[config.mk]
export PLATFORM = sky130hd
export DESIGN_NAME = seq_detect_param
export DESIGN_NICKNAME = d
export VERILOG_FILES = /design/src/rtl/seq_detect_param.sv
export SDC_FILE = /design/constraint.sdc
export NUM_CORES = 1
export LEC_CHECK = 0
export ABC_AREA = 1
export BUFFER_PORTS_ARGS = -buffer_cell sky130_fd_sc_hd__buf_4
export CORE_AREA = 5 5 42 44
export CTS_CLUSTER_DIAMETER = 80
export DETAILED_ROUTE_END_ITERATION = 8
export DIE_AREA = 0 0 47 49
export GPL_TIMING_DRIVEN = 0
export PLACE_DENSITY = 0.83
export SLEW_MARGIN = 20
export SYNTH_ARGS = -nofsm -noshare
export SYNTH_HDL_FRONTEND = slang
export SYNTH_SLANG_ARGS = --single-unit
[constraint.sdc]
create_clock -name clk -period 2.8 [get_ports clk]
set_input_delay 0.56 -clock clk [delete_from_list [all_inputs] [get_ports clk]]
set_output_delay 0.56 -clock clk [all_outputs]
set_load 0.005 [all_outputs]
[src/rtl/seq_detect_param.sv]
// Serial pattern detector with a loadable PAT_W-bit pattern, selectable
// overlapping / non-overlapping detection and a registered match pulse.
// Optional feature macro: SEQ_DETECT_COUNT_EN adds a saturating match
// counter with synchronous clear; without it match_count is tied to zero.
module seq_detect_param #(
    parameter int              PAT_W    = 4,
    parameter logic [PAT_W-1:0] PAT_INIT = 4'b1101,
    parameter int              CNT_W    = 8
) (
    input  logic             clk,
    input  logic             reset,
    input  logic             en,
    input  logic             din,
    input  logic             load,
    input  logic [PAT_W-1:0] pattern,
    input  logic             overlap,
    input  logic             clr_cnt,
    output logic             detected,
    output logic [CNT_W-1:0] match_count
);

    localparam int FW = (PAT_W > 2) ? $clog2(PAT_W) : 1;

    typedef enum logic [0:0] {FILL, ARMED} state_t;

    state_t           r_state,   w_stateNext;
    logic [PAT_W-2:0] r_hist,    w_histNext;
    logic [FW-1:0]    r_fill,    w_fillNext;
    logic [PAT_W-1:0] r_pat,     w_patNext;
    logic             r_det,     w_detNext;
    logic [PAT_W-1:0] w_window;
    logic             w_match;

    // Window of the most recent PAT_W bits including the bit arriving now.
    assign w_window = {r_hist, din};
    assign w_match  = (r_state == ARMED) && en && !load && (w_window == r_pat);

    // Next-state logic: load has priority, then consuming a valid bit.
    always_comb begin
        w_stateNext = r_state;
        w_histNext  = r_hist;
        w_fillNext  = r_fill;
        w_patNext   = r_pat;
        w_detNext   = 1'b0;
        if (load) begin
            w_patNext   = pattern;
            w_histNext  = '0;
            w_fillNext  = '0;
            w_stateNext = FILL;
        end else if (en) begin
            w_histNext = w_window[PAT_W-2:0];
            if (r_state == FILL) begin
                w_fillNext = r_fill + 1'b1;
                if (r_fill == FW'(PAT_W-2)) begin
                    w_stateNext = ARMED;
                end
            end
            if (w_match) begin
                w_detNext = 1'b1;
                if (!overlap) begin
                    w_histNext  = '0;
                    w_fillNext  = '0;
                    w_stateNext = FILL;
                end
            end
        end
    end

    // State, history, pattern and pulse registers with synchronous reset.
    always_ff @(posedge clk) begin
        if (!reset) begin
            r_state <= FILL;
            r_hist  <= '0;
            r_fill  <= '0;
            r_pat   <= PAT_INIT;
            r_det   <= 1'b0;
        end else begin
            r_state <= w_stateNext;
            r_hist  <= w_histNext;
            r_fill  <= w_fillNext;
            r_pat   <= w_patNext;
            r_det   <= w_detNext;
        end
    end

    assign detected = r_det;

`ifdef SEQ_DETECT_COUNT_EN
    localparam logic [CNT_W-1:0] CNT_MAX = '1;

    logic [CNT_W-1:0] r_count;

    // Saturating match counter; clear wins over a simultaneous match.
    always_ff @(posedge clk) begin
        if (!reset) begin
            r_count <= '0;
        end else if (clr_cnt) begin
            r_count <= '0;
        end else if (w_match && (r_count != CNT_MAX)) begin
            r_count <= r_count + 1'b1;
        end
    end

    assign match_count = r_count;
`else
    logic w_unused;
    assign w_unused    = clr_cnt;
    assign match_count = '0;
`endif

endmodule

# Word-level counts from Yosys, hierarchy flattened
# Cells that the tools add are included.
[word_totals]
ff_bits = 11
word_cells = 26
in_bits = 11
output_inout_bits = 9
[op_classes]
n_bitwise = 2
reduce_logical = 6
n_addsub = 1
mux = 10
n_eq_ne = 2
[ops]
columns = ["cell", "count"]
rows = [
  ["2-bit 2-to-1 mux", 3],
  ["3-bit 2-to-1 mux", 2],
  ["1-bit 2-to-1 mux", 5],
  ["4-bit equality test", 1],
  ["1-bit logical AND", 3],
  ["3-bit OR reduction", 1],
  ["2-bit by 1-bit adder with 2-bit output (second input constant)", 1],
  ["2-bit equality test (second input constant)", 1],
  ["1-bit inverter", 2],
  ["2-bit OR reduction", 1],
  ["1-bit logical NOT", 1],
]

# Depth between registers and ports, before layout
# Gate-level depths: netlist of the first run.
[depth]
word_depth = 5
depth_mapped = 7
ltp_nobuf = 7

# Worst setup path after synthesis of the first run
# No wires, ideal clock.
[synth_timing]
path_kind = "input port to flip-flop"
from = "input port load"
to = "register r_hist[0]"
path_slack_ps = 1612
setup_ps = 119
required_ps = 2681
t_arrival_ps = 1069
cell_stages = 6
n_path_buf = 0
path_cell_list = "inv_2 nand3_1 nor2_1 nand4_2 nand2_1 a21oi_1"
[synth_via]
elab_chain_len = 4
elab_cells_between_ends = 5
classes_between = "mux: 1; reduce/logical: 4"
[synth_lines]
columns = ["element", "line", "source"]
rows = [
  ["start, declared", "14", "input logic load,"],
  ["1-bit logical NOT", "36", "assign w_match = (r_state == ARMED) && en && !load && (w_window == r_pat);"],
  ["1-bit logical AND (2 in a row)", "36", ""],
  ["3-bit 2-to-1 mux", "58", "if (w_match) begin"],
  ["end signal, assigned", "79", "r_hist <= w_histNext;"],
  ["end, declared", "27", "logic [PAT_W-2:0] r_hist, w_histNext;"],
]
# Several ways; a longest one is shown, not always the timed one.
# A chain may end at the register's enable or synchronous reset.

# Worst setup path after layout of the first run
[layout_timing]
from = "register r_det, in the netlist detected"
to = "output port detected"
[layout_rtl]
columns = ["element", "line", "source"]
rows = [
  ["start, declared", "30", "logic r_det, w_detNext;"],
  ["start signal, assigned", "82", "r_det <= w_detNext;"],
  ["end, declared", "18", "output logic detected,"],
]
# No word-level cell between the ends.

==> key figures, run 1 <==
Clock network
  – Clock buffer depth: 2
  – Root buffer cell: clkbuf_4
  – Sink Count: 11
  – Total CTS buffers: 3
  – Worst-path clk slew: 0.07 ns
  – Setup Buffers After CTS: 0
  – CTS Hold Bufs: 0
  – Post-cts resize count: 0
  – # H-tree levels: 1
  – Clock latency at the later pin of the worst-skew pair: 0.26 ns
  – TritonCTS clock tree: done

Cells and area
  – Number of nets in the layout: 121
  – Antenna diode count: 0
  – Fraction of layout cells with a size suffix above 1: 25.9%
  – Layout area overhead: 24.5%
  – Final Util: 53.5%

Logic synthesis
  – Top cell type's share of synthesized area: 36.6%
  – Top post-synthesis cells by area: dfxtp_1 37%, nand2_1 14%, buf_4 10%
  – Ys Warns: 0
  – Sequential share of the synthesized area: 36.6%
  – Largest area contributor in the netlist: dfxtp_1
  – Syn Area/Cell: 6.92 sq um
  – Async set-or-reset flop fraction in the synthesized netlist: 0%
  – Post-Syn Area: 602 sq um
  – Cell count after synthesis: 87
  – Commonest cells post-synth: 23 x nand2_1, 15 x inv_1, 11 x dfxtp_1
  – Synth unique cells: 20
  – Synth Register Bits: 11
  – Number of synthesized flops with an enable pin: 0
  – Most common cell in the netlist: nand2_1
  – Top_reg_cell synth: dfxtp_1

Critical path
  – Critical Path Sink Type: output pin
  – WP buf/inv: 1
  – Kind of critical path: register to output pin
  – CP Cell Sequence: buf_4
  – Crit Path Max Fanout: 1
  – Cell family with most CP delay: flip-flops
  – WP data arrival: 0.68 ns
  – Slowest stage cell, crit path: dfxtp_1
  – WP data required: 2.24 ns
  – CP startpoint kind: register
  – Delay of the slowest cell on the worst path: 0.30 ns

STA
  – Fin. Hold Viols: 0
  – Setup TNS: 0 ns
  – Setup ws final: 1.56 ns
  – Fmax: 0.807 GHz
  – Max Slew Vio Count: 0
  – Final period utilization: 44.3%
  – RSZ-0062 raised after global routing: false
  – Clock Skews: 0.00267 ns
  – Final setup vio count: 0
  – Final min period: 1.24 ns

Detailed routing
  – Final wirelength: 1180 microns
  – Initial drt markers: 10
  – Routed Antenna Nets: 0
  – Remaining DRCs: 0
  – Routed WL per cell: 9.54 microns
  – Vias per cell: 4.44
  – Via count: 550
  – Drt first pass iters: 4

Die
  – Height of the die: 49 microns
  – Row cnt: 14
  – Core area: 0.00140 sq mm
  – Die X: 47 microns
  – Die Area: 0.00230 sq mm
  – Starting Density: 42.9%
  – I/O Pins: 20

Power
  – Switching share of total power: 24.4%
  – Pint: 0.244 mW
  – Part of the power in combinational logic: 16.2%
  – Peak VDD IR: 0.000255 V
  – Clock power frac: 32.1%
  – Leak pwr: 0.420 nW
  – Psw: 0.0785 mW
  – Pwr Density: 430 mW/mm^2
  – Sequential Power Share: 51.7%
  – Total power: 0.322 mW

Place
  – GPL Wtd Cong: 0.827
  – Port bufs: 10
  – Post-DP HPWL: 996 microns
  – Pre-CTS setup slack: 1.35 ns

Global routing
  – Global-route wire length before repair: 2010 microns
  – Vias in the first global route: 559
  – Overflow after GRT: 0
  – Largest net degree at the start of global routing: 8
  – Initial antenna violation count: 0
  – Global Route Usage Sum: 11.7%

Run status
  – Outcome: finished clean

Job
  – Max-cap check violation count: 0

Min path
  – Hold Path Class: register to register
==> logic make-up (layout without fill, tap and decap cells) <==
family	Yosys count	in the layout	share of synthesized area (%)
buffers and inverters	26	40	21.2
AND/OR/NAND/NOR	35	35	27.0
other	1	8	0.623
flip-flops	11	11	36.6
adder cells (fa/ha/maj)	1	1	2.08
AO/OA/AOI/OAI	11	11	9.56
XOR/XNOR	2	2	2.91
==> sequential cells by signal, summed over array words and instances, names as in the netlist <==
| name | flops |
|---|---|
| r_hist | 3 |
| r_pat | 4 |
| r_state | 1 |
| r_fill | 2 |
| detected | 1 |
==> worst paths after layout <==
check | startpoint | end | slack (ns) | cells past startpoint
worst min register to register | r_pat[1] | r_pat[1] | 0.48 | 2
worst max register to register | r_hist[0] | r_hist[1] | 1.67 | 7
worst min-delay path | r_pat[1] | r_pat[1] | 0.48 | 2
worst max-delay path | detected | detected | 1.56 | 1
==> tightest hold or removal path, cell delays in order (launching register included) <==
cell and delay [ns]:
dfxtp_1 0.31, inv_1 0.06, a21oi_1 0.06
==> area by class of cell <==
| type | instances | area, sq um |
|---|---|---|
| fillers | 151 | 652 |
| plain buffers | 8 | 60.1 |
| clock buffers | 4 | 26.3 |
| well taps | 16 | 20.0 |
| repair buffers | 10 | 75.1 |
| multi-input cells | 57 | 280 |
| inverters | 18 | 67.6 |
| flip-flops and latches | 11 | 220 |
==> routing by layer <==
metal / global-route usage (%) / wire length [microns] / up-vias
met5: 0 / 0 / -
met4: 8.29 / 12 / 0
met3: 2.21 / 68 / 2
met2: 17.6 / 604 / 14
met1: 14.2 / 497 / 243
li1: - / - / 291
==> placed cells by master (no fill, tap or decap) <==
cell      netlist  final
nor2_1          3      3
nand3_1         3      3
clkbuf_4        0      3
nand2_1        23     23
xor2_1          1      1
nor3_2          1      1
a21oi_1         7      7
o21ai_0         3      3
xnor2_1         1      1
nor4_1          1      1
nand4_1         1      1
dfxtp_1        11     11
inv_2           3      3
conb_1          1      8
inv_1          15     15
buf_4           8     18
or2_4           1      1
o211ai_1        1      1
nand4_2         1      1
ha_1            1      1
clkbuf_1        0      1
nor2_2          1      1
==> power groups by stage <==
stage | Clock, mW | Combinational [mW] | Sequential [mW]
after floorplan | 0 | 0.0342 | 0.169
after global placement | 0 | 0.0496 | 0.170
after detailed placement | 0 | 0.0513 | 0.170
after CTS | 0.108 | 0.0515 | 0.166
after global routing | 0.112 | 0.0594 | 0.167
final | 0.104 | 0.0521 | 0.166
==> metrics by stage <==
stage               hold WS (ns)  area, sq um  std cells
floorplan                  0.447          628         94
global placement           0.464          723        120
detailed placement         0.470          723        120
CTS                        0.480          749        124
global route               0.503          749        124
finish                     0.475          749        124
(Power assumes the default switching activity.)
==> run 2: changes to the inputs <==
Settings changed: CORE_AREA 5 5 42 44 to unset, CORE_MARGIN set to 5, CORE_UTILIZATION set to 42, DIE_AREA 0 0 47 49 to unset, PLACE_DENSITY 0.83 to 0.81.
Clock period 2.8 ns to 1.06 ns, I/O delays scaled along.
==> run 2 against run 1 <==
Against the previous run:
- the flow now finishes with violations (negative setup slack)
- routed wire length grew 29%
- global-route usage is 0.64 points higher
- worst hold slack worse by 0.35 ns
- critical endpoint is now r_fill[0]
==> key figures, run 2 (synthesis results as in run 1) <==
Clock network
  – Root buffer cell: clkbuf_4
  – # H-tree levels: 1
  – Clock buffer depth: 2
  – TritonCTS clock tree: done
  – Total CTS buffers: 3
  – Sink Count: 11
  – Worst-path clk slew: 0.08 ns
  – Clock latency at the later pin of the worst-skew pair: 0.28 ns

Cells and area
  – Largest register FFs: 4
  – Layout area overhead: 45.9%
  – Antenna diode count: 0
  – Fraction of layout cells with a size suffix above 1: 48.7%
  – Biggest register: r_pat
  – Finished Layout Cells: 130
  – Most common cell after layout, fill and taps aside: buf_4
  – Fill count: 114
  – Top flop regs: r_pat: 4 flops, r_hist: 3 flops, r_fill: 2 flops
  – Final Util: 65.9%
  – Most frequent cells in the layout: 23 x buf_4, 17 x nand2_1, 13 x inv_1, 8 x conb_1
  – Number of nets in the layout: 128

Place
  – Pre-CTS setup slack: -0.0611 ns
  – Cells after DPL: 119
  – GPL Wtd Cong: 0.833
  – Post-DP HPWL: 989 microns
  – Port bufs: 10

Die
  – Die X: 47.9 microns
  – Starting Density: 45.1%
  – Core area: 0.00133 sq mm
  – Die Area: 0.00229 sq mm
  – Row cnt: 13
  – Height of the die: 47.9 microns
  – I/O Pins: 20

Critical path
  – Worst r2r src: r_hist[0]
  – Worst reg2reg path endpoint: r_fill[0]
  – Crit Path Max Fanout: 4
  – Kind of critical path: register to register
  – WP data required: 1.23 ns
  – Flop-to-flop setup slack: -0.06 ns
  – Critical Path Sink Type: register
  – WP data arrival: 1.29 ns
  – Origin of the worst setup path: r_hist[0]
  – CP endpoint: r_fill[0]
  – CP startpoint kind: register
  – Reg2reg path depth: 7

Min path
  – Hold Path Class: input pin to register

Global routing
  – Largest net degree at the start of global routing: 8
  – Global Route Usage Sum: 12.4%
  – Global-route wire length before repair: 1950 microns
  – Vias in the first global route: 482
  – Initial antenna violation count: 0
  – Overflow after GRT: 0

Power
  – Pint: 0.669 mW
  – Switching share of total power: 28.3%
  – Leak pwr: 0.466 nW
  – Total power: 0.933 mW
  – Pwr Density: 1060 mW/mm^2
  – Peak VDD IR: 0.000640 V
  – Sequential Power Share: 47.6%
  – Part of the power in combinational logic: 19.5%
  – Clock power frac: 32.9%
  – Psw: 0.264 mW

Detailed routing
  – Via count: 611
  – Vias per cell: 4.70
  – Final wirelength: 1520 microns
  – Remaining DRCs: 0
  – Drt first pass iters: 4
  – Routed Antenna Nets: 0
  – Routed WL per cell: 11.7 microns
  – Initial drt markers: 25

STA
  – Clock Skews: 0.00574 ns
  – RSZ-0062 raised after global routing: true
  – Final setup vio count: 6
  – Fmax: 0.891 GHz
  – Final period utilization: 106%
  – Max Slew Vio Count: 0
  – Hold slack: 0.129 ns
  – Fin. Hold Viols: 0
  – Final min period: 1.12 ns
  – Setup ws final: -0.0628 ns

Job
  – Max-cap check violation count: 0

Run status
  – Failing checks: negative setup slack
  – Outcome: finished with violations
-- run 2: cell types whose count changed in the layout (fill, tap and decap cells not counted), sizes merged --
cell,previous run,this run
buf,18,25
-- run 2: cell type report --
| cell class | instances | area [sq um] | area share (%) |
|---|---|---|---|
| Buffer | 8 | 60.1 | 6.84 |
| Clock buffer | 4 | 26.3 | 2.99 |
| Inverter | 18 | 67.6 | 7.69 |
| Multi-Input combinational cell | 57 | 343 | 39.0 |
| Sequential cell | 11 | 228 | 25.9 |
| Tap cell | 15 | 18.8 | 2.14 |
| Timing Repair Buffer | 17 | 135 | 15.4 |
-- run 2: what timing repair did --
action	in CTS	in global routing
hold buffers	0	0
resized for setup	7	19
cloned	0	0
pin swaps	7	10
setup buffers	5	3
endpoints found under the setup margin	6	7
-- run 2: layer usage --
| metal | part of all wire [%] | track usage, % | vias up | routed length, microns |
|---|---|---|---|---|
| li1 | - | - | 307 | - |
| met1 | 40 | 15.4 | 268 | 604 |
| met2 | 49 | 19.0 | 27 | 751 |
| met3 | 8.0 | 3.76 | 9 | 121 |
| met4 | 2.9 | 6.45 | 0 | 44 |
| met5 | 0 | 0 | - | 0 |
-- run 2: power groups by stage --
stage,Sequential [mW],Clock [mW],Combinational [mW]
3_5_place_dp,0.448,0,0.136
4_1_cts,0.440,0.294,0.151
2_1_floorplan,0.446,0,0.0904
3_3_place_gp,0.448,0,0.130
6_report,0.444,0.306,0.182
5_1_grt,0.445,0.308,0.202
-- run 2: per-stage QoR --
| step | instance area [sq um] | TNS (ns) |
|---|---|---|
| after floorplan | 628 | 0 |
| after global placement | 722 | -0.0828 |
| after detailed placement | 722 | -0.294 |
| after CTS | 797 | -0.0650 |
| after global routing | 878 | -0.745 |
| final | 878 | -0.328 |
-- run 2: worst min path at each step --
stage                    start  endpoint  slack, ns  cells after the start
floorplan                reset  r_pat[3]       0.30                      1
global placement    pattern[2]  r_pat[2]       0.42                      3
detailed placement  pattern[2]  r_pat[2]       0.43                      3
CTS                      reset  r_pat[3]       0.14                      2
global route        pattern[0]  r_pat[0]       0.16                      3
finish                   reset  r_pat[3]       0.13                      2
-- run 2: worst max-delay path: stages, from the launching register on --
cell and delay (ns):
dfxtp_2 0.38, inv_2 0.05, nand2_2 0.09, nand2_2 0.08
nor2_4 0.13, nand4_4 0.11, inv_2 0.12, nor3_2 0.04
==> run 3: changes to the inputs <==
Settings changed: REMOVE_ABC_BUFFERS set to 1.
==> run 3 against run 2 <==
Against the previous run:
- the flow still finishes with violations (negative setup slack)
- sequential cell count did not move
- via count fell by 14%
- clock power fell by 2%
- utilization fell by 8.9 points
- global-route usage fell by 0.31 points
- final area fell by 14%
- largest power group unchanged
==> key figures, run 3 (synthesis results as in run 1) <==
Run status
  – Outcome: finished with violations
  – Failing checks: negative setup slack

Place
  – Post-DP HPWL: 934 microns
  – Port bufs: 10
  – Placed Instance Area: 662 sq um
  – GPL Wtd Cong: 0.832

Cells and area
  – Fraction of layout cells with a size suffix above 1: 36.3%
  – Biggest register: r_pat
  – Fill count: 122
  – Number of nets in the layout: 115
  – Final instance area: 759 sq um
  – Layout area overhead: 26.2%
  – Antenna diode count: 0
  – Largest register FFs: 4
  – FF/Latch Area: 226 sq um
  – Final Util: 56.9%
  – Area of the multi-input gates: 330 sq um
  – Top flop regs: r_pat: 4 flops, r_hist: 3 flops, r_fill: 2 flops
  – Most frequent cells in the layout: 18 x nand2_1, 15 x inv_1, 12 x buf_4, 8 x conb_1
  – Most common cell after layout, fill and taps aside: nand2_1

Critical path
  – Crit Path Max Fanout: 4
  – Cell family with most CP delay: simple AND/OR/NAND/NOR gates
  – Reg2reg path depth: 7
  – Delay of the slowest cell on the worst path: 0.36 ns
  – Kind of critical path: register to register
  – Flop-to-flop setup slack: -0.03 ns
  – CP startpoint kind: register
  – Critical Path Sink Type: register
  – CP Cell Sequence: inv_1, nand2_1, nand2_2, nor2_4, nand4_4, inv_2, nor3_2
  – WP data required: 1.23 ns
  – Worst reg2reg path endpoint: r_fill[0]
  – WP data arrival: 1.25 ns
  – Worst r2r src: r_hist[1]
  – Slowest stage cell, crit path: dfxtp_2
  – WP buf/inv: 2

Die
  – I/O Pins: 20
  – Height of the die: 47.9 microns
  – Starting Density: 45.1%
  – Die X: 47.9 microns
  – Core area: 0.00133 sq mm
  – Row cnt: 13
  – Die Area: 0.00229 sq mm

STA
  – Clock Skews: 0.00340 ns
  – RSZ-0062 raised after global routing: true
  – Fmax: 0.920 GHz
  – Setup ws final: -0.0265 ns
  – Final min period: 1.09 ns
  – Final period utilization: 102%
  – Fin. Hold Viols: 0
  – Max Slew Vio Count: 0
  – Final setup vio count: 6

Global routing
  – Grt peak-use layer: met2
  – Global-route wire length before repair: 1790 microns
  – Met3 Use GR: 3.38%
  – Vias in the first global route: 431
  – Met2 Usage GRT: 17.4%
  – Overflow after GRT: 0
  – Global Route Usage Sum: 12.1%
  – Largest net degree at the start of global routing: 8
  – Initial antenna violation count: 0
  – GRT met1 Usage: 13.6%

Clock network
  – Clock latency at the later pin of the worst-skew pair: 0.27 ns
  – Worst-path clk slew: 0.07 ns
  – Root buffer cell: clkbuf_4
  – # H-tree levels: 1
  – Clock buffer depth: 2
  – CTS Hold Bufs: 0
  – Total CTS buffers: 3
  – Sink Count: 11
  – TritonCTS clock tree: done

Power
  – Leak pwr: 0.395 nW
  – Peak VDD IR: 0.000594 V
  – Pwr Density: 1160 mW/mm^2

Detailed routing
  – Drt first pass iters: 4
  – Routed WL per cell: 11.0 microns
  – Vias per cell: 4.47
  – Final wirelength: 1290 microns
  – Initial drt markers: 4
  – Via count: 523
  – Routed Antenna Nets: 0
  – Remaining DRCs: 0

Min path
  – Hold path endpoint: r_pat[3]
  – Hold Path Depth: 2
  – HP Start: reset
  – Hold Path Class: input pin to register

Job
  – Max-cap check violation count: 0
[run 3: worst register-to-register path, cell delays in order (launching register included)]
cell	delay, ns
dfxtp_2	0.36
inv_1	0.04
nand2_1	0.06
nand2_2	0.08
nor2_4	0.13
nand4_4	0.14
inv_2	0.11
nor3_2	0.05
[run 3: power by group]
part	internal (mW)	switching, mW
clock	0.146	0.153
sequential	0.431	0.0109
combinational	0.0616	0.0782
total	0.639	0.242
[run 3: worst max path at each step]
stage | from | to | slack [ns] | cells after the start
detailed placement | r_hist[1] | r_fill[1] | -0.07 | 7
CTS | r_hist[1] | r_fill[1] | -0.01 | 7
global route | r_state | r_fill[0] | -0.08 | 5
floorplan | r_hist[0] | r_hist[0] | 0.1 | 7
global placement | r_hist[0] | r_fill[1] | -0.02 | 7
finish | r_hist[1] | r_fill[0] | -0.03 | 7
[run 3: layer usage]
metal  up-vias  share of wire, %
li1        282                 -
met1       218                41
met2        19                49
met3         4               7.5
met4         0               3.0
met5         -                 0
[run 3: metrics by stage]
step / instances / worst slack (ns) / hold slack [ns] / total power [mW] / TNS, ns
global route: 117 / -0.0763 / 0.131 / 0.926 / -0.411
floorplan: 86 / 0.0960 / 0.296 / 0.515 / 0
detailed placement: 111 / -0.0666 / 0.424 / 0.563 / -0.360
CTS: 117 / -0.0149 / 0.131 / 0.866 / -0.0735
global placement: 111 / -0.0246 / 0.420 / 0.558 / -0.112
finish: 117 / -0.0265 / 0.134 / 0.881 / -0.112
[run 3: final cells by class]
cell class / instances / share of cell area (%)
inverter: 18 / 8.90
multi-input combinational: 57 / 43.5
clock buffer: 4 / 3.46
tap: 15 / 2.47
timing repair buffer: 12 / 11.9
sequential: 11 / 29.8
[run 3: what timing repair did]
action,4_1_cts,5_1_grt
buffers inserted,2,0
endpoints found under the hold margin,0,0
gates cloned,0,0
setup endpoints to repair,6,6
pin swaps,4,5
resized for setup,4,14
